===== config.mk =====
export PLATFORM = sky130hd
export DESIGN_NAME = mul_div_unit_flat
export DESIGN_NICKNAME = d
export VERILOG_FILES = /design/src/rtl/mul_div_unit_if.sv /design/src/rtl/mul_div_unit.sv /design/src/flat_wrapper.sv
export SDC_FILE = /design/constraint.sdc
export NUM_CORES = 1
export LEC_CHECK = 0
export CORE_ASPECT_RATIO = 0.8
export CORE_MARGIN = 1
export CORE_UTILIZATION = 25
export CTS_BUF_LIST = sky130_fd_sc_hd__clkbuf_4
export DETAILED_ROUTE_END_ITERATION = 12
export MAX_ROUTING_LAYER = met4
export SLEW_MARGIN = 20
export SYNTH_ARGS = -nofsm -noshare
export SYNTH_HDL_FRONTEND = slang
export SYNTH_SLANG_ARGS = --single-unit

===== constraint.sdc =====
create_clock -name clk -period 16.1 [get_ports clk]
set_input_delay 2.415 -clock clk [delete_from_list [all_inputs] [get_ports clk]]
set_output_delay 2.415 -clock clk [all_outputs]
set_load 0.1 [all_outputs]

===== src/rtl/mul_div_unit_if.sv =====
// Request/response bus of mul_div_unit: one request channel (op, a, b)
// and one result channel, each with a valid/ready handshake.
interface mul_div_unit_if #(
  parameter int unsigned N = 32
);
  logic         in_valid;
  logic         in_ready;
  logic [2:0]   op;
  logic [N-1:0] a;
  logic [N-1:0] b;
  logic         out_valid;
  logic         out_ready;
  logic [N-1:0] result;

  // Requester side: issues operations and consumes results
  modport master (
    output in_valid, op, a, b, out_ready,
    input  in_ready, out_valid, result
  );

  // Unit side
  modport slave (
    input  in_valid, op, a, b, out_ready,
    output in_ready, out_valid, result
  );
endinterface


===== src/rtl/mul_div_unit.sv =====
// Iterative RISC-V style multiply/divide unit (MUL, MULH, MULHSU, MULHU,
// DIV, DIVU, REM, REMU). One shift-add or restoring-subtract step per cycle.
// Optional feature macro MULDIV_FAST_MUL_EN: multiplies use a single-cycle
// combinational multiplier instead of the iterative datapath.
module mul_div_unit #(
  parameter int unsigned N = 32
) (
  input logic          clk,
  input logic          rst,
  mul_div_unit_if.slave bus
);

  localparam int unsigned CW = $clog2(N);
  localparam logic [N-1:0] MinNeg = {1'b1, {(N - 1){1'b0}}};

  typedef enum logic [1:0] {StIdle, StCalc, StDone} state_e;

  state_e         state_q;
  logic [CW-1:0]  cnt_q;
  logic [2:0]     op_q;
  logic [N-1:0]   hi_q;      // product high half / partial remainder
  logic [N-1:0]   lo_q;      // multiplier bits / quotient bits / early result
  logic [N-1:0]   opnd_q;    // multiplicand / divisor magnitude
  logic           neg_q;     // negate product or quotient at the end
  logic           neg_rem_q; // negate remainder at the end
  logic           short_q;   // result already in lo_q, finish next cycle
  logic           in_ready_q;
  logic           out_valid_q;
  logic [N-1:0]   result_q;

  // Request decode: signedness, magnitudes and early-out cases
  logic         a_sgn, b_sgn, a_neg, b_neg, is_div;
  logic [N-1:0] a_mag, b_mag;
  logic         div_zero, div_ovf;
  logic [N-1:0] special_res;

  assign is_div   = bus.op[2];
  assign a_sgn    = (bus.op == 3'd1) || (bus.op == 3'd2) || (bus.op == 3'd4) || (bus.op == 3'd6);
  assign b_sgn    = (bus.op == 3'd1) || (bus.op == 3'd4) || (bus.op == 3'd6);
  assign a_neg    = a_sgn & bus.a[N-1];
  assign b_neg    = b_sgn & bus.b[N-1];
  assign a_mag    = a_neg ? -bus.a : bus.a;
  assign b_mag    = b_neg ? -bus.b : bus.b;
  assign div_zero = (bus.b == '0);
  assign div_ovf  = ((bus.op == 3'd4) || (bus.op == 3'd6)) && (bus.a == MinNeg) &&
                    (bus.b == '1);
  // op[1] separates REM/REMU from DIV/DIVU
  assign special_res = div_zero ? (bus.op[1] ? bus.a : '1)
                                : (bus.op[1] ? '0 : bus.a);

`ifdef MULDIV_FAST_MUL_EN
  logic [2*N-1:0] fast_mag, fast_s;
  logic [N-1:0]   fast_res;

  assign fast_mag = {{N{1'b0}}, a_mag} * {{N{1'b0}}, b_mag};
  assign fast_s   = (a_neg ^ b_neg) ? -fast_mag : fast_mag;
  assign fast_res = (bus.op[1:0] == 2'd0) ? fast_s[N-1:0] : fast_s[2*N-1:N];
`endif

  // One iteration step of each datapath
  logic [N:0]     mul_sum;
  logic [N:0]     div_sh, div_diff;
  logic           div_ge;
  logic [N-1:0]   it_hi, it_lo;

  assign mul_sum  = {1'b0, hi_q} + (lo_q[0] ? {1'b0, opnd_q} : {(N + 1){1'b0}});
  assign div_sh   = {hi_q, lo_q[N-1]};
  assign div_diff = div_sh - {1'b0, opnd_q};
  assign div_ge   = ~div_diff[N];
  assign it_hi    = op_q[2] ? (div_ge ? div_diff[N-1:0] : div_sh[N-1:0]) : mul_sum[N:1];
  assign it_lo    = op_q[2] ? {lo_q[N-2:0], div_ge} : {mul_sum[0], lo_q[N-1:1]};

  // Sign fix-up and result selection after the last step
  logic [2*N-1:0] prod, prod_s;
  logic [N-1:0]   quot, rem, fin;

  assign prod   = {it_hi, it_lo};
  assign prod_s = neg_q ? -prod : prod;
  assign quot   = neg_q ? -it_lo : it_lo;
  assign rem    = neg_rem_q ? -it_hi : it_hi;
  assign fin    = op_q[2] ? (op_q[1] ? rem : quot)
                          : ((op_q[1:0] == 2'd0) ? prod_s[N-1:0] : prod_s[2*N-1:N]);

  // Control FSM with registered handshake outputs and result
  always_ff @(posedge clk) begin
    if (rst) begin
      state_q     <= StIdle;
      cnt_q       <= '0;
      op_q        <= '0;
      hi_q        <= '0;
      lo_q        <= '0;
      opnd_q      <= '0;
      neg_q       <= 1'b0;
      neg_rem_q   <= 1'b0;
      short_q     <= 1'b0;
      in_ready_q  <= 1'b1;
      out_valid_q <= 1'b0;
      result_q    <= '0;
    end else begin
      unique case (state_q)
        StIdle: begin
          if (bus.in_valid) begin
            state_q    <= StCalc;
            in_ready_q <= 1'b0;
            op_q       <= bus.op;
            cnt_q      <= '0;
            neg_q      <= a_neg ^ b_neg;
            neg_rem_q  <= a_neg;
            hi_q       <= '0;
            if (is_div && (div_zero || div_ovf)) begin
              lo_q    <= special_res;
              short_q <= 1'b1;
`ifdef MULDIV_FAST_MUL_EN
            end else if (!is_div) begin
              lo_q    <= fast_res;
              short_q <= 1'b1;
`endif
            end else begin
              // Divide: lo holds dividend; multiply: lo holds multiplier
              lo_q    <= is_div ? a_mag : b_mag;
              opnd_q  <= is_div ? b_mag : a_mag;
              short_q <= 1'b0;
            end
          end
        end
        StCalc: begin
          if (short_q) begin
            result_q    <= lo_q;
            state_q     <= StDone;
            out_valid_q <= 1'b1;
          end else begin
            hi_q  <= it_hi;
            lo_q  <= it_lo;
            cnt_q <= cnt_q + 1'b1;
            if (cnt_q == CW'(N - 1)) begin
              result_q    <= fin;
              state_q     <= StDone;
              out_valid_q <= 1'b1;
            end
          end
        end
        StDone: begin
          if (bus.out_ready) begin
            state_q     <= StIdle;
            out_valid_q <= 1'b0;
            in_ready_q  <= 1'b1;
          end
        end
        default: state_q <= StIdle;
      endcase
    end
  end

  assign bus.in_ready  = in_ready_q;
  assign bus.out_valid = out_valid_q;
  assign bus.result    = result_q;

endmodule

===== src/flat_wrapper.sv =====
// flat-port wrapper written by rule: the top's interface ports become plain ports
module mul_div_unit_flat 
#(
  parameter int unsigned N = 32
)
  (clk, rst, bus_in_valid, bus_op, bus_a, bus_b, bus_out_ready, bus_in_ready, bus_out_valid, bus_result);
  mul_div_unit_if #(.N(N)) bus_i ();
  input logic clk;
  input logic rst;
  input wire logic [$bits(bus_i.in_valid)-1:0] bus_in_valid;
  input wire logic [$bits(bus_i.op)-1:0] bus_op;
  input wire logic [$bits(bus_i.a)-1:0] bus_a;
  input wire logic [$bits(bus_i.b)-1:0] bus_b;
  input wire logic [$bits(bus_i.out_ready)-1:0] bus_out_ready;
  output wire logic [$bits(bus_i.in_ready)-1:0] bus_in_ready;
  output wire logic [$bits(bus_i.out_valid)-1:0] bus_out_valid;
  output wire logic [$bits(bus_i.result)-1:0] bus_result;
  assign bus_i.in_valid = bus_in_valid;
  assign bus_i.op = bus_op;
  assign bus_i.a = bus_a;
  assign bus_i.b = bus_b;
  assign bus_i.out_ready = bus_out_ready;
  assign bus_in_ready = bus_i.in_ready;
  assign bus_out_valid = bus_i.out_valid;
  assign bus_result = bus_i.result;
  mul_div_unit #(.N(N)) u_core (.clk(clk), .rst(rst), .bus(bus_i));
endmodule

; Yosys cells after proc, flatten, opt, wreduce, memory -nomap -nowiden
; Cells that the tools add are included.
[classes]
n_reduce_logical = 24
addsub = 8
bitwise_logic = 5
muxes = 42
n_eq_ne = 13
[op_table]
columns = operator, n
row1 = two-way mux 32 bit, 23
row2 = negation 32 bit, 4
row3 = case mux 32 bit (2 select lines), 2
row4 = equality test 32 bit (second input constant), 2
row5 = two-way mux 64 bit, 1
row6 = negation 64 bit, 1
row7 = adder 32 x 33 -> 33 bit, 1
row8 = subtractor 33 x 32 -> 33 bit, 1
row9 = zero test 32 bit, 1
row10 = AND reduction 3 bit, 5
row11 = two-way mux 5 bit, 2
row12 = case mux 5 bit (2 select lines), 1
row13 = two-way mux 2 bit, 4
row14 = nonzero test 2 bit, 4
row15 = logical OR 1 bit, 7
row16 = equality test 3 bit (second input constant), 2
row17 = two-way mux 1 bit, 6
row18 = != test 2 bit (second input constant), 3
row19 = case mux 2 bit (3 select lines), 1
row20 = adder 5 x 1 -> 5 bit (second input constant), 1
row21 = equality test 5 bit (second input constant), 1
row22 = zero test 2 bit, 2
row23 = case mux 1 bit (2 select lines), 2
row24 = AND reduction 2 bit, 2
row25 = other kinds (9), 13
[word_totals]
regBits = 143
word_cells = 104
in_bits = 71
out_inout_bits = 34

; Depth between registers and ports, before layout
[depth]
ltp_word = 10
depth_mapped = 28
ltp_nobuf = 22

; Least setup slack after synthesis
; No wires, ideal clock.
[synth_path]
path_type = reg-to-reg
start = reg u_core.lo_q[31]
end = reg u_core.result_q[30] (netlist: u_core.bus.result[30])
setup_ns = 0.095
path_buffers = 1
synth_period_minus_slack_ns = 5.774
arrival_time_ns = 5.679
t_required_ns = 16.005
setup_slack_ns = 10.326
stages_incl_launch_ff = 24
cell_sequence = dfxtp_1 clkbuf_1 inv_1 ha_1 fa_1 nand2b_1 a21o_1 a31o_2 o211ai_4 a32oi_2 a31oi_1 ha_1 o211ai_1 o21bai_1 or4_1 or2_1 nor3_1 nand2_1 nor2_1 or4b_1 nor4_1 o21a_1 o21ai_1 a221oi_1
[synth_between]
elab_chain_len = 9
elab_cells_between_ends = 16
classes_between = 4 x add/sub / 11 x mux / 1 x bitwise
[synth_lines]
columns = item, line
row1 = "start, declared", mul_div_unit.sv:22  ; logic [N-1:0] lo_q;
row2 = "start signal, assigned", mul_div_unit.sv:111  ; lo_q <= special_res;
row3 = "start signal, assigned", mul_div_unit.sv:120  ; lo_q <= is_div ? a_mag : b_mag;
row4 = "start signal, assigned", mul_div_unit.sv:133  ; lo_q <= it_lo;
row5 = subtractor 33 x 32 -> 33 bit, mul_div_unit.sv:68  ; assign div_diff = div_sh - {1'b0, opnd_q};
row6 = two-way mux 32 bit or NOT 1 bit (tied branches), "mul_div_unit.sv:70, mul_div_unit.sv:69"
row7 = two-way mux 32 bit (on tied branches), "mul_div_unit.sv:70, mul_div_unit.sv:71"
row8 = negation 64 bit (tied with other cells), mul_div_unit.sv:78  ; assign prod_s = neg_q ? -prod : prod;
row9 = two-way mux 64 bit (tied with other cells), mul_div_unit.sv:78
row10 = two-way mux 32 bit (on tied branches), "mul_div_unit.sv:82, mul_div_unit.sv:81"
row11 = two-way mux 32 bit *, mul_div_unit.sv:81  ; assign fin = op_q[2] ? (op_q[1] ? rem : quot)
row12 = two-way mux 32 bit *, mul_div_unit.sv:135  ; if (cnt_q == CW'(N - 1)) begin
row13 = two-way mux 32 bit *, mul_div_unit.sv:127  ; if (short_q) begin
row14 = "end signal, assigned", mul_div_unit.sv:128  ; result_q <= lo_q;
row15 = "end signal, assigned", mul_div_unit.sv:136  ; result_q <= fin;
row16 = "end, declared", mul_div_unit.sv:29  ; logic [N-1:0] result_q;
; Every way passes the cells marked *; elsewhere a longest branch is shown, timed or not. The select of a mux whose other input is x is not followed.
; A chain may end at the register's enable or synchronous reset.

; Worst setup path after layout
; Same ends and word-level chain as after synthesis.

==> metrics.txt <==
most common flop cell mapped by yosys=dfxtp_1; largest net degree at the start of global routing=67; gr usage total=approximately 22%; first-pass GRT wire length=109 mm; Final Hold Vio Count=0; layout cell share with drive strength beyond 1=under 10%; worst-path cell chain=inv_1 > ha_1 > fa_1 > nand2b_1 > a21o_1 > a31o_2 > o211ai_4 > a32oi_2 > buf_4 > a31oi_1 > ha_1 > o211ai_1 > o21bai_1 > or4_1 > or2_1 > nor3_1 > nand2_1 > nor2_1 > or4b_1 > nor4_1 > o21a_1 > o21ai_1 > a221oi_1; Buf/Inv on CP=2; # setup viols final=0; FF+latch area=2870 um^2; Fin Setup TNS=0 ns; count of input and output buffers=104; slowest cell on the critical path=a31oi_1; crit path time final=7.05 ns; FMAX=between 100 and 150 MHz; Multi-input gate area=12700 um^2; met1 Use GR=between 30 and 40%; GPL Wtd Cong=1.04; YS warnings=0; FF-to-FF Start=u_core.lo_q[31]$_SDFFE_PP0P_; Layout Cells excl Fill=3236; remaining antenna violation count=0; via/cell ratio=5.79; compound-cell area share of the yosys netlist=33.1%; HP Class=register to register; cell leakage power=about 6.9 nW; M2 GR Usage=between 20 and 30%; Reg clk slew, reported paths=0.16 ns; Worst Setup End Kind=register; Synth Area in Adders=6.01%; # nets final=2519; grt peak-use layer=met1; normalized max-slew margin=28.4%; Die Ht=between 200 and 250 um; Crit. Startpoint=u_core.lo_q[31]$_SDFFE_PP0P_; clock root buffer=clkbuf_4; post-synthesis mux area share=3.30%; Power Density=137 nW/um^2; Final Cycle Share=43.8%; row cnt=83; area delta synth->final=12.5%; crit path launch type=register; register area share after synthesis=between 10% and 20%; Max IR drop VDD=between 0.00009 and 0.0001 V; number of synthesized flops with an enable pin=0; Hold Slack=0.457 ns; Pwr Total=2.54 mW; critical path required time=16.64 ns; post-placement cell area=around 18000 um^2; Detailed Route WL=73.0 mm; Max Slew Vio Count=0; # DRC=0; CP Max Fanout=16; Max Clock Skew=0.0487 ns; initial antenna violation count=5; Post-CTS Setup Repair Bufs=0; setup slack, reg-to-reg=9.05 ns; Clock Latency Late Sink=0.66 ns; H-Tree Depth=4; Vias=18732; Post-CTS Hold Fix Bufs=0; CORE AREA=64600 um^2; Layout fillers=between 7000 and 8000; placed insts=3202; Setup CP Type=register to register; Initial Util=25.4%; Die W=289 um; initial drt markers=2472; Top cell by count, worst path=ha_1; hold path startpoint=u_core.bus.result[26]$_SDFFE_PP0P_; Cells after Synth=2376; RSZ-0062 raised after global routing=false; # IOs=105; Post-Syn Area=16400 um^2; largest delay contributor family on the critical path=simple AND/OR/NAND/NOR gates; DRT Pass-1 Iters=7; total gr overflow=0; largest family of logic cells by synthesized area=compound AO/OA/AOI/OAI gates; # clock sinks=143; vias in the first global route=around 17000; CTS Buf Count=17; crit path DAT=7.59 ns; Final Instance Area=approximately 18000 um^2; worst-margin pin slew=1.07 ns; Core Util, Final=28.6%; CTS tree=built; Simple-Gate Fraction of Synth Area=24.8%; post-CTS sizing=0; clk buf depth=2; Syn Nets=2524; Async SR Flop Fraction=0%; hpwl dp=57.3 mm; outcome=complete, no violations; XOR/XNOR Fraction of Synth Area=a little under a tenth; Critical Path Max Stage Delay=0.60 ns; post-DR wirelength/cell=22.5 um; fin worst setup slack=about 9 ns; Yosys reg bits=143; Yosys cell types=slightly above 90; Max-Cap Viols=0; synthesized area per cell=6.92 um^2; Setup WS pre-CTS=approximately 8.7 ns; Die ar.=66800 um^2; GR Util met3=4.45%
==> logic make-up after synthesis <==
group | count (synthesis)
compound gates | 829
buf+inv | 240
mux | 53
simple gates | 854
xor+xnor | 179
fa+ha+maj | 78
flops | 143
==> where the power goes <==
group / internal (mW) / switching (mW) / total (mW)
Combinational: 0.562 / 1.17 / 1.73
Sequential: 0.415 / 0.138 / 0.554
Clock: 0.0988 / 0.161 / 0.260
Total: 1.08 / 1.47 / 2.54
==> tightest hold or removal path, delay by kind of cell (launching register included) <==
kind / cells / cell delay (ns)
simple gates: 1 / 0.05
compound gates: 1 / 0.05
flops: 1 / 0.33
==> cell type report <==
cell class | instances | share of cell area (%)
multi-input cells | 1993 | 68.5
flip-flops and latches | 143 | 15.5
repair buffers | 142 | 7.13
well taps | 850 | 5.75
inverters | 74 | 1.50
clock inverters | 13 | 0.846
clock buffers | 19 | 0.771
diodes | 2 | 0.0271
==> layout by cell type (no fill, tap or decap), types with 11 or more instances in the layout <==
cell type / netlist / routed
a21o_1: 49 / 49
o41ai_1: 14 / 14
xor2_1: 72 / 72
o31ai_1: 23 / 23
inv_1: 72 / 72
nand2b_1: 27 / 27
o21a_1: 13 / 13
o311a_1: 13 / 13
a211oi_1: 58 / 58
o221ai_1: 15 / 15
and3_1: 15 / 15
o21ai_1: 24 / 23
nand3_1: 53 / 53
a221oi_1: 16 / 16
o211ai_1: 35 / 35
o22ai_1: 15 / 15
clkbuf_4: 0 / 19
nor2_1: 277 / 275
nand2_1: 215 / 214
nand4_1: 30 / 30
dfxtp_1: 143 / 141
mux2i_1: 43 / 43
or3_1: 29 / 29
a31oi_1: 42 / 42
o21ai_0: 129 / 129
nor4_1: 29 / 29
buf_4: 3 / 39
ha_1: 75 / 74
nor3_1: 64 / 63
a311oi_1: 12 / 11
a21oi_1: 248 / 248
a22oi_1: 29 / 29
clkdlybuf4s50_1: 0 / 102
xnor2_1: 107 / 107
and2_1: 47 / 47
==> path summary, 6_finish.rpt <==
check / end / cells after the start
setup / recovery: u_core.bus.result[30]$_SDFFE_PP0P_ / 23
hold / removal: u_core.bus.result[26]$_SDFFE_PP0P_ / 2
setup reg to reg: u_core.bus.result[30]$_SDFFE_PP0P_ / 23
hold reg to reg: u_core.bus.result[26]$_SDFFE_PP0P_ / 2
==> per-layer routing <==
layer,up-vias,wire (um)
li1,8773,-
met4,0,1810
met1,8850,33900
met2,1020,28900
met5,-,0
met3,89,8310
==> synthesized netlist by cell type (all sizes together), types with 49 or more instances <==
cell      n  area share, %
a211oi   59            2.7
nand2   216            4.9
ha       75            5.7
inv      72            1.6
xor2     72            3.8
dfxtp   143             17
xnor2   107            5.7
nor3     64            1.9
a21o     49            2.2
nand3    53            1.6
a21oi   248            7.6
nor2    277            6.3
o21ai   154            4.7
clkbuf  135            3.1
==> sequential cells by signal, summed over array words and instances (netlist names), 2 cells and up <==
name,flops
u_core.opnd_q,32
u_core.hi_q,32
u_core.state_q,2
u_core.lo_q,32
u_core.cnt_q,5
u_core.op_q,3
u_core.bus.result,32
Note: power is estimated with default switching activity, not from simulation.
